==> config.mk <==
export PLATFORM = sky130hd
export DESIGN_NAME = player_executor
export DESIGN_NICKNAME = d
export VERILOG_FILES = /design/src/rtl/player_defs.sv /design/src/rtl/player_move_tick.sv /design/src/rtl/player_executor.sv
export SDC_FILE = /design/constraint.sdc
export NUM_CORES = 1
export LEC_CHECK = 0
export ABC_AREA = 1
export BUFFER_PORTS_ARGS = -buffer_cell sky130_fd_sc_hd__buf_2
export CORE_ASPECT_RATIO = 1.75
export CORE_UTILIZATION = 25
export CTS_BUF_LIST = sky130_fd_sc_hd__clkbuf_4 sky130_fd_sc_hd__clkbuf_8
export DETAILED_ROUTE_END_ITERATION = 8
export GPL_ROUTABILITY_DRIVEN = 0
export MAX_ROUTING_LAYER = met4
export PLACE_DENSITY_LB_ADDON = 0.05
export SETUP_SLACK_MARGIN = 0.05
export SYNTH_ARGS = -nofsm -noshare
export SYNTH_HDL_FRONTEND = slang
export SYNTH_SLANG_ARGS = --single-unit
==> constraint.sdc <==
create_clock -name clk -period 6.01 [get_ports clk]
set_clock_uncertainty 0.05 [all_clocks]
set_input_delay 0.3005 -clock clk [delete_from_list [all_inputs] [get_ports clk]]
set_output_delay 0.3005 -clock clk [all_outputs]
set_load 0.01 [all_outputs]
==> src/rtl/player_defs.sv <==
// rtl/player_defs.sv - shared opcodes, directions, field slices and player FSM encoding
package player_defs;

  localparam logic [3:0] HPY = 4'd1;
  localparam logic [3:0] DPY = 4'd2;
  localparam logic [3:0] IDG = 4'd3;
  localparam logic [3:0] SDG = 4'd4;
  localparam logic [3:0] MOV = 4'd5;
  localparam logic [3:0] SHP = 4'd6;

  localparam logic [7:0] UP    = 8'd0;
  localparam logic [7:0] LEFT  = 8'd1;
  localparam logic [7:0] DOWN  = 8'd2;
  localparam logic [7:0] RIGHT = 8'd3;

  localparam int OP_HI  = 15;
  localparam int OP_LO  = 12;
  localparam int ARG_HI = 11;
  localparam int ARG_LO = 4;

  typedef enum logic [1:0] {ALIVE = 2'd0, HIT = 2'd1, DEAD = 2'd2} pstate_t;

  // One step along an axis, clamped to [lo, hi]; 11-bit math so a step below 0 cannot wrap.
  function automatic logic [9:0] clamp_step(input logic [9:0] pos, input logic neg,
                                             input logic [9:0] lo, input logic [9:0] hi,
                                             input logic [9:0] step);
    logic [10:0] s;
    logic [9:0]  r;
    if (neg) begin
      if ({1'b0, pos} < ({1'b0, lo} + {1'b0, step})) r = lo;
      else r = pos - step;
    end else begin
      s = {1'b0, pos} + {1'b0, step};
      if (s > {1'b0, hi}) r = hi;
      else r = s[9:0];
    end
    return r;
  endfunction

endpackage

==> src/rtl/player_move_tick.sv <==
// rtl/player_move_tick.sv - MOVE_DIV prescaler emitting a one-cycle move tick
module player_move_tick #(
  parameter int MOVE_DIV = 250000
) (
  input  logic clk,
  input  logic reset,
  output logic tick
);

  localparam int CW = (MOVE_DIV > 1) ? $clog2(MOVE_DIV) : 1;
  localparam logic [CW-1:0] LAST = CW'(MOVE_DIV - 1);

  logic [CW-1:0] cnt;

  assign tick = (cnt == LAST);

  always_ff @(posedge clk) begin
    if (reset)     cnt <= '0;
    else if (tick) cnt <= '0;
    else           cnt <= cnt + CW'(1);
  end

endmodule

==> src/rtl/player_executor.sv <==
// rtl/player_executor.sv - executes MOV/HPY/DPY/SHP on player position and HP
module player_executor
  import player_defs::*;
#(
  parameter int         HP_MAX   = 100,
  parameter logic [9:0] X_MIN    = 10'd200,
  parameter logic [9:0] X_MAX    = 10'd440,
  parameter logic [9:0] Y_MIN    = 10'd240,
  parameter logic [9:0] Y_MAX    = 10'd400,
  parameter int         STEP     = 4,
  parameter int         MOVE_DIV = 250000,
  parameter int         IFRAME   = 50000000
) (
  input  logic        clk,
  input  logic        reset,
  input  logic [15:0] instr,
  input  logic        is_move,
  output logic [9:0]  player_x,
  output logic [9:0]  player_y,
  output logic [7:0]  player_hp,
  output logic        is_death,
  output logic        invuln,
  output logic        hp_ack
);

  localparam int IW = (IFRAME > 1) ? $clog2(IFRAME) : 1;
  localparam logic [9:0] X_MID = 10'((int'(X_MIN) + int'(X_MAX)) / 2);
  localparam logic [9:0] Y_MID = 10'((int'(Y_MIN) + int'(Y_MAX)) / 2);
  localparam logic [7:0] HPM   = 8'(HP_MAX);
  localparam logic [9:0] STP   = 10'(STEP);

  pstate_t       state, state_n;
  logic [15:0]   prev_instr;
  logic [IW-1:0] ifc, ifc_n;
  logic [9:0]    x_n, y_n;
  logic [7:0]    hp_n;
  logic          ack_n;
  logic          tick;

  logic [3:0] opcode;
  logic [7:0] arg;
  logic       hp_edge;
  logic [8:0] heal_sum;
  logic [7:0] heal_v, dmg_v, set_v;

  player_move_tick #(.MOVE_DIV(MOVE_DIV)) u_tick (
    .clk   (clk),
    .reset (reset),
    .tick  (tick)
  );

  assign opcode   = instr[OP_HI:OP_LO];
  assign arg      = instr[ARG_HI:ARG_LO];
  // HP ops are level-held upstream, so they fire only when the word changes.
  assign hp_edge  = (instr != prev_instr);
  assign heal_sum = {1'b0, player_hp} + {1'b0, arg};
  assign heal_v   = (heal_sum > {1'b0, HPM}) ? HPM : heal_sum[7:0];
  assign dmg_v    = (arg >= player_hp) ? 8'd0 : (player_hp - arg);
  assign set_v    = (arg > HPM) ? HPM : arg;

  assign is_death = (state == DEAD);
  assign invuln   = (state == HIT);

  always_ff @(posedge clk) begin
    if (reset) begin
      state      <= ALIVE;
      prev_instr <= 16'h0000;
      ifc        <= '0;
      player_x   <= X_MID;
      player_y   <= Y_MID;
      player_hp  <= HPM;
      hp_ack     <= 1'b0;
    end else begin
      state      <= state_n;
      prev_instr <= instr;
      ifc        <= ifc_n;
      player_x   <= x_n;
      player_y   <= y_n;
      player_hp  <= hp_n;
      hp_ack     <= ack_n;
    end
  end

  always_comb begin
    state_n = state;
    ifc_n   = ifc;
    x_n     = player_x;
    y_n     = player_y;
    hp_n    = player_hp;
    ack_n   = 1'b0;

    if (state == HIT) begin
      if (ifc == '0) state_n = ALIVE;
      else           ifc_n   = ifc - IW'(1);
    end

    case (opcode)
      HPY: begin
        if (hp_edge && state != DEAD) begin
          hp_n  = heal_v;
          ack_n = 1'b1;
        end
      end
      DPY: begin
        if (hp_edge && state == ALIVE) begin
          hp_n  = dmg_v;
          ack_n = 1'b1;
          if (dmg_v == 8'd0) begin
            state_n = DEAD;
          end else begin
            state_n = HIT;
            ifc_n   = IW'(IFRAME - 1);
          end
        end
      end
      SHP: begin
        if (hp_edge) begin
          hp_n  = set_v;
          ack_n = 1'b1;
          // Setting HP to zero kills from any state; a nonzero set revives from DEAD.
          if (set_v == 8'd0)       state_n = DEAD;
          else if (state == DEAD)  state_n = ALIVE;
        end
      end
      MOV: begin
        if (tick && is_move && state != DEAD) begin
          case (arg)
            UP:      y_n = clamp_step(player_y, 1'b1, Y_MIN, Y_MAX, STP);
            LEFT:    x_n = clamp_step(player_x, 1'b1, X_MIN, X_MAX, STP);
            DOWN:    y_n = clamp_step(player_y, 1'b0, Y_MIN, Y_MAX, STP);
            RIGHT:   x_n = clamp_step(player_x, 1'b0, X_MIN, X_MAX, STP);
            default: ;
          endcase
        end
      end
      default: ;
    endcase
  end

endmodule
# Word-level counts from Yosys, hierarchy flattened

Cells that the tools add are included.

Input bits: 19
Output and inout port bits: 31
Flip-flop bits (word level): 91
Logic and storage cells: 84

Multiplexer cells: 30
Equal/unequal tests: 15
Reduce and logical (&&, ||, !) cells: 16
$add $sub $neg: 8
Order comparisons: 7

Operator list:

| cell                                                           | count |
|---|---|
| 2-to-1 mux 26 bit                                              | 5 |
| 2-to-1 mux 8 bit                                               | 6 |
| 2-to-1 mux 10 bit                                              | 4 |
| one-hot mux 10 bit (2 select lines)                            | 2 |
| zero test 26 bit                                               | 1 |
| subtractor 26 x 1 -> 26 bit, second input constant             | 1 |
| zero test 8 bit                                                | 3 |
| one-hot mux 8 bit (3 select lines)                             | 1 |
| adder 10 x 3 -> 11 bit, second input constant                  | 2 |
| greater-than comparator 11 x 9 -> 1 bit, second input constant | 2 |
| less-than comparator 10 x 8 -> 1 bit, second input constant    | 2 |
| subtractor 10 x 3 -> 10 bit, second input constant             | 2 |
| adder 18 x 1 -> 18 bit, second input constant                  | 1 |
| == test 18 bit, second input constant                          | 1 |
| == test 8 x 2 -> 1 bit, second input constant                  | 2 |
| != test 16 bit                                                 | 1 |
| 2-to-1 mux 2 bit                                               | 7 |
| adder 8 x 8 -> 9 bit                                           | 1 |
| greater-than comparator 9 x 7 -> 1 bit, second input constant  | 1 |
| == test 4 x 3 -> 1 bit, second input constant                  | 2 |
| == test 8 x 1 -> 1 bit, second input constant                  | 1 |
| >= comparator 8 bit                                            | 1 |
| greater-than comparator 8 x 7 -> 1 bit, second input constant  | 1 |
| != test 2 bit, second input constant                           | 4 |
| other kinds (15)                                               | 22 |

# Depth between registers and ports, before layout

Depth after elaboration: 7
Gate-level depth with buffers: 16
Mapped depth without buffers: 16

# Cells and area by module

A second synthesis with hierarchy kept.

Cell total of the unflattened synthesis: 970
Area, all modules: 6364.9 um2

Modules (own cells, without submodules):

| module           | instances | area each (um2) | cells each | sequential area each (um2) |
|---|---|---|---|---|
| player_executor  | 1         | 5373.9          | 825        | 1381.3 |
| player_move_tick | 1         | 991.0           | 145        | 360.3 |

# Least setup slack after synthesis

Ideal clock, no wire load.

Path type: input to register
Start: input instr[5]
End: register ifc[16]
Setup time: 0.073 ns
Data required time: 5.887 ns
Buffers on the path: 2
Stages: 14
Arrival time: 2.032 ns
Setup slack: 3.855 ns
Cells stage by stage: buf_2 -> inv_1 -> fa_1 -> nand2_1 -> nand2_1 -> nand3_2 -> nand2_2 -> nand3_1 -> nand2_1 -> nor2_1 -> nand3_2 -> nand2_2 -> buf_6 -> nor3b_2

Longest elaborated chain between the ends: 6
Elaborated cells on any way between the ends: 9

Ends and longest elaborated chain:

| item                                                    | line                   | text |
|---|---|---|
| start, declared                                         | player_executor.sv:16  | `input logic [15:0] instr,` |
| subtractor 8 bit or >= comparator 8 bit (tied branches) | player_executor.sv:58  | `assign dmg_v = (arg >= player_hp) ? 8'd0 : (player_hp - arg);` |
| 2-to-1 mux 8 bit                                        | player_executor.sv:58  |  |
| zero test 8 bit                                         | player_executor.sv:108 | `if (dmg_v == 8'd0) begin` |
| 2-to-1 mux 26 bit                                       | player_executor.sv:108 |  |
| 2-to-1 mux 26 bit (*)                                   | player_executor.sv:105 | `if (hp_edge && state == ALIVE) begin` |
| 2-to-1 mux 26 bit (*)                                   | player_executor.sv:97  | `case (opcode)` |
| end signal, assigned                                    | player_executor.sv:76  | `ifc <= ifc_n;` |
| end, declared                                           | player_executor.sv:34  | `logic [IW-1:0] ifc, ifc_n;` |

Mark *: on every way between the ends. The rest lies on a longest branch, timed or not.
A chain may end at the register's enable or synchronous reset.

# Final worst setup path

Start: register player_hp[0]
End: register ifc[7]

Longest elaborated chain between the ends: 6
Elaborated cells on any way between the ends: 7

Ends and longest elaborated chain:

| item                                                    | line                   | text |
|---|---|---|
| start, declared                                         | player_executor.sv:20  | `output logic [7:0] player_hp,` |
| start signal, assigned                                  | player_executor.sv:79  | `player_hp <= hp_n;` |
| subtractor 8 bit or >= comparator 8 bit (tied branches) | player_executor.sv:58  |  |
| 2-to-1 mux 8 bit (*)                                    | player_executor.sv:58  |  |
| zero test 8 bit (*)                                     | player_executor.sv:108 |  |
| 2-to-1 mux 26 bit (*)                                   | player_executor.sv:108 |  |
| 2-to-1 mux 26 bit (*)                                   | player_executor.sv:105 |  |
| 2-to-1 mux 26 bit (*)                                   | player_executor.sv:97  |  |

Marked as above.

==> impl_metrics.env <==
export IMPL_syn_area_per_cell_um2=6.38
export IMPL_path_max_fanout=21
export IMPL_max_vdd_ir_drop_uv=154
export IMPL_fin_util_pct=28.4
export IMPL_wl_met2_um=11000
export IMPL_crit_chain="inv_1 > ha_1 > inv_1 > fa_1 > nand2_1 > nand2_1 > nand3_2 > nand2_2 > nand3_1 > nand2_1 > nor2_1 > nand3_2 > nand2_2 > nand2_1 > a21oi_1"
export IMPL_ys_flop_type="dfxtp_1"
export IMPL_fillers=2840
export IMPL_port_buffers=45
export IMPL_drt_iter0_drc=202
export IMPL_routed_wl_um=19900
export IMPL_worst_pin_slew_ns=0.883
export IMPL_cp_common_cell="nand2_1"
export IMPL_synthDistinctLibCells=43
export IMPL_postCtsSetupBuffers=0
export IMPL_grt_pass1_wl_um=31900
export IMPL_cts_buffers=9
export IMPL_rows=75
export IMPL_postCtsHoldBufs=0
export IMPL_fin_setup_tns_ns=0
export IMPL_async_flop_share_pct=0
export IMPL_antenna_found_initial=0
export IMPL_grt_overflow=0
export IMPL_synth_edf_count=0
export IMPL_multi_input_area_mm2=0.00369
export IMPL_crit_required_ns=6.28
export IMPL_cp_slowest_cell="fa_1"
export IMPL_clk_latency_ns=0.41
export IMPL_met3_wirelength_um=495
export IMPL_powerDensity_mw_per_mm2=217
export IMPL_grt_pass1_vias=6094
export IMPL_max_cap_violations=0
export IMPL_drive_gt1_share_pct=8.96
export IMPL_synth_area_mm2=0.00615
export IMPL_die_w_um=121
export IMPL_clock_root_buffer="clkbuf_8"
export IMPL_die_h_um=210
export IMPL_fin_crit_ns=2.84
export IMPL_max_freq_ghz=0.352
export IMPL_cts_tree="built"
export IMPL_status="complete, no violations"
export IMPL_setup_viol=0
export IMPL_vias=5920
export IMPL_ys_ff_latch=87
export IMPL_drt_pass1_iter_count=4
export IMPL_routed_top_layer="met4"
export IMPL_ys_warn_count=0
export IMPL_wl_met1_um=7850
export IMPL_worst_slew_margin_rel_pct=41.1
export IMPL_ant_nets=0
export IMPL_clkSinkCount=87
export IMPL_viasPerCell=4.51
export IMPL_clk_pin_slew_worst_paths_ns=0.10
export IMPL_cts_htree_levels=3
export IMPL_crit_path_start_kind="register"
export IMPL_antennaDiodeCount=0
export IMPL_ff_latch_area_mm2=0.00174
export IMPL_hpwl_um=15800
export IMPL_ios=50
export IMPL_hold_violations=0
export IMPL_clockBufferDepth=2
export IMPL_synthCells=964
export IMPL_grt_usage_pct=17.2
export IMPL_critPathKind="register to register"
export IMPL_grt_start_max_net_pins=26
export IMPL_dp_cells=1296
export IMPL_arrival_ns=3.11
export IMPL_fin_nets=1044
export IMPL_core_mm2=0.0240
export IMPL_area_growth_syn_to_layout_pct=10.8
export IMPL_crit_path_max_incr_delay_ns=0.40
export IMPL_min_path_type="input pin to register"
export IMPL_initial_core_util_pct=25.6
export IMPL_post_cts_resized=0
export IMPL_fin_crit_sh_pct=47.2
export IMPL_end_kind="register"
export IMPL_wire_per_inst_um=15.1
export IMPL_final_cells=1312
export IMPL_slew_viol_final=0
export IMPL_drc=0
export IMPL_rsz0062_at_grt="false"
export IMPL_design_die_area_mm2=0.0253
export IMPL_power_leakage_nw=3.25
export IMPL_ys_seq_area_share_pct=28.3
routing by layer:
layer	global-route usage (%)	vias to the layer above
li1	-	3122
met1	17.0	2692
met2	32.4	76
met3	2.93	30
met4	7.15	0
met5	-	-
final cells by class:
cell class / count / area share, %
multi-input combinational: 700 / 54.1
sequential: 87 / 25.6
inverter: 155 / 8.54
tap: 308 / 5.66
timing repair buffer: 46 / 3.42
clock buffer: 13 / 2.44
clock inverter: 3 / 0.257
registers in the layout, summed over array words and instances, names as in the netlist:
register and count:
player_hp 8, player_y 8, u_tick.cnt 18, hp_ack 1, player_x 8, ifc 26
state 2, prev_instr 16
Yosys cell counts, drive strengths merged (4+ instances only):
master	number	area share, %
nand3	85	7.2
xor2	48	6.8
nor2	147	9.7
ha	24	4.9
clkbuf	9	0.55
o211ai	5	0.61
nor3	20	1.7
nand4	21	2.5
xnor2	8	1.1
buf	16	1.9
dfxtp	87	28
nor4	7	0.71
a21oi	63	5.1
o21ai	36	3.0
inv	155	9.5
nand2	203	13
a31oi	6	0.61
o22ai	4	0.41
through the flow:
step           power (W)  hold WS (ns)  instance area, um2  setup WS, ns
4_1_cts          0.00152        0.0255                6810          3.10
6_report         0.00148        0.0721                6810          3.17
3_3_place_gp     0.00109         0.400                6630          3.03
2_1_floorplan   0.000963         0.357                6160          3.86
3_5_place_dp     0.00109         0.398                6630          3.02
5_1_grt          0.00159        0.0398                6810          2.83
where the power goes:
part | internal, W | switching (W)
sequential | 0.000602 | 0.0000247
combinational | 0.000146 | 0.000292
clock | 0.000181 | 0.000234
total | 0.000929 | 0.000551
cells by family after synthesis:
kind of cell	after synthesis	synth area share, %
adder cells (fa/ha/maj)	26	5.53
other	1	0.0610
AND/OR/NAND/NOR	496	36.0
AO/OA/AOI/OAI	118	10.2
buffers and inverters	180	11.9
flip-flops	87	28.3
XOR/XNOR	56	7.97
placed cells by master, fill, tap and decap left out, drive strengths merged, types with 4 or more instances in the layout:
cell,Yosys,final
xor2,48,48
nor2,147,147
dfxtp,87,87
o211ai,5,5
nor4,7,7
o21ai,36,36
nand4,21,21
clkbuf,9,13
buf,16,46
nand2,203,203
nor3,20,20
conb,1,4
a31oi,6,6
nand3,85,85
inv,155,155
a21oi,63,63
o22ai,4,4
ha,24,24
xnor2,8,8
critical path: cells and delay by family, from the launching register on:
family,cells,cell delay [ns]
AO/OA/AOI/OAI,1,0.20
adder cells (fa/ha/maj),2,0.54
buffers and inverters,2,0.17
flip-flops,1,0.36
AND/OR/NAND/NOR,10,1.42
worst paths after layout:
kind | startpoint | depth (start not counted) | end | slack [ns]
setup / recovery | player_hp[0] | 15 | ifc[7] | 3.17
setup reg to reg | player_hp[0] | 15 | ifc[7] | 3.17
hold reg to reg | u_tick.cnt[0] | 1 | u_tick.cnt[0] | 0.41
hold / removal | instr[3] | 3 | prev_instr[3] | 0.07
No activity file was read; power rests on OpenSTA's default activity.
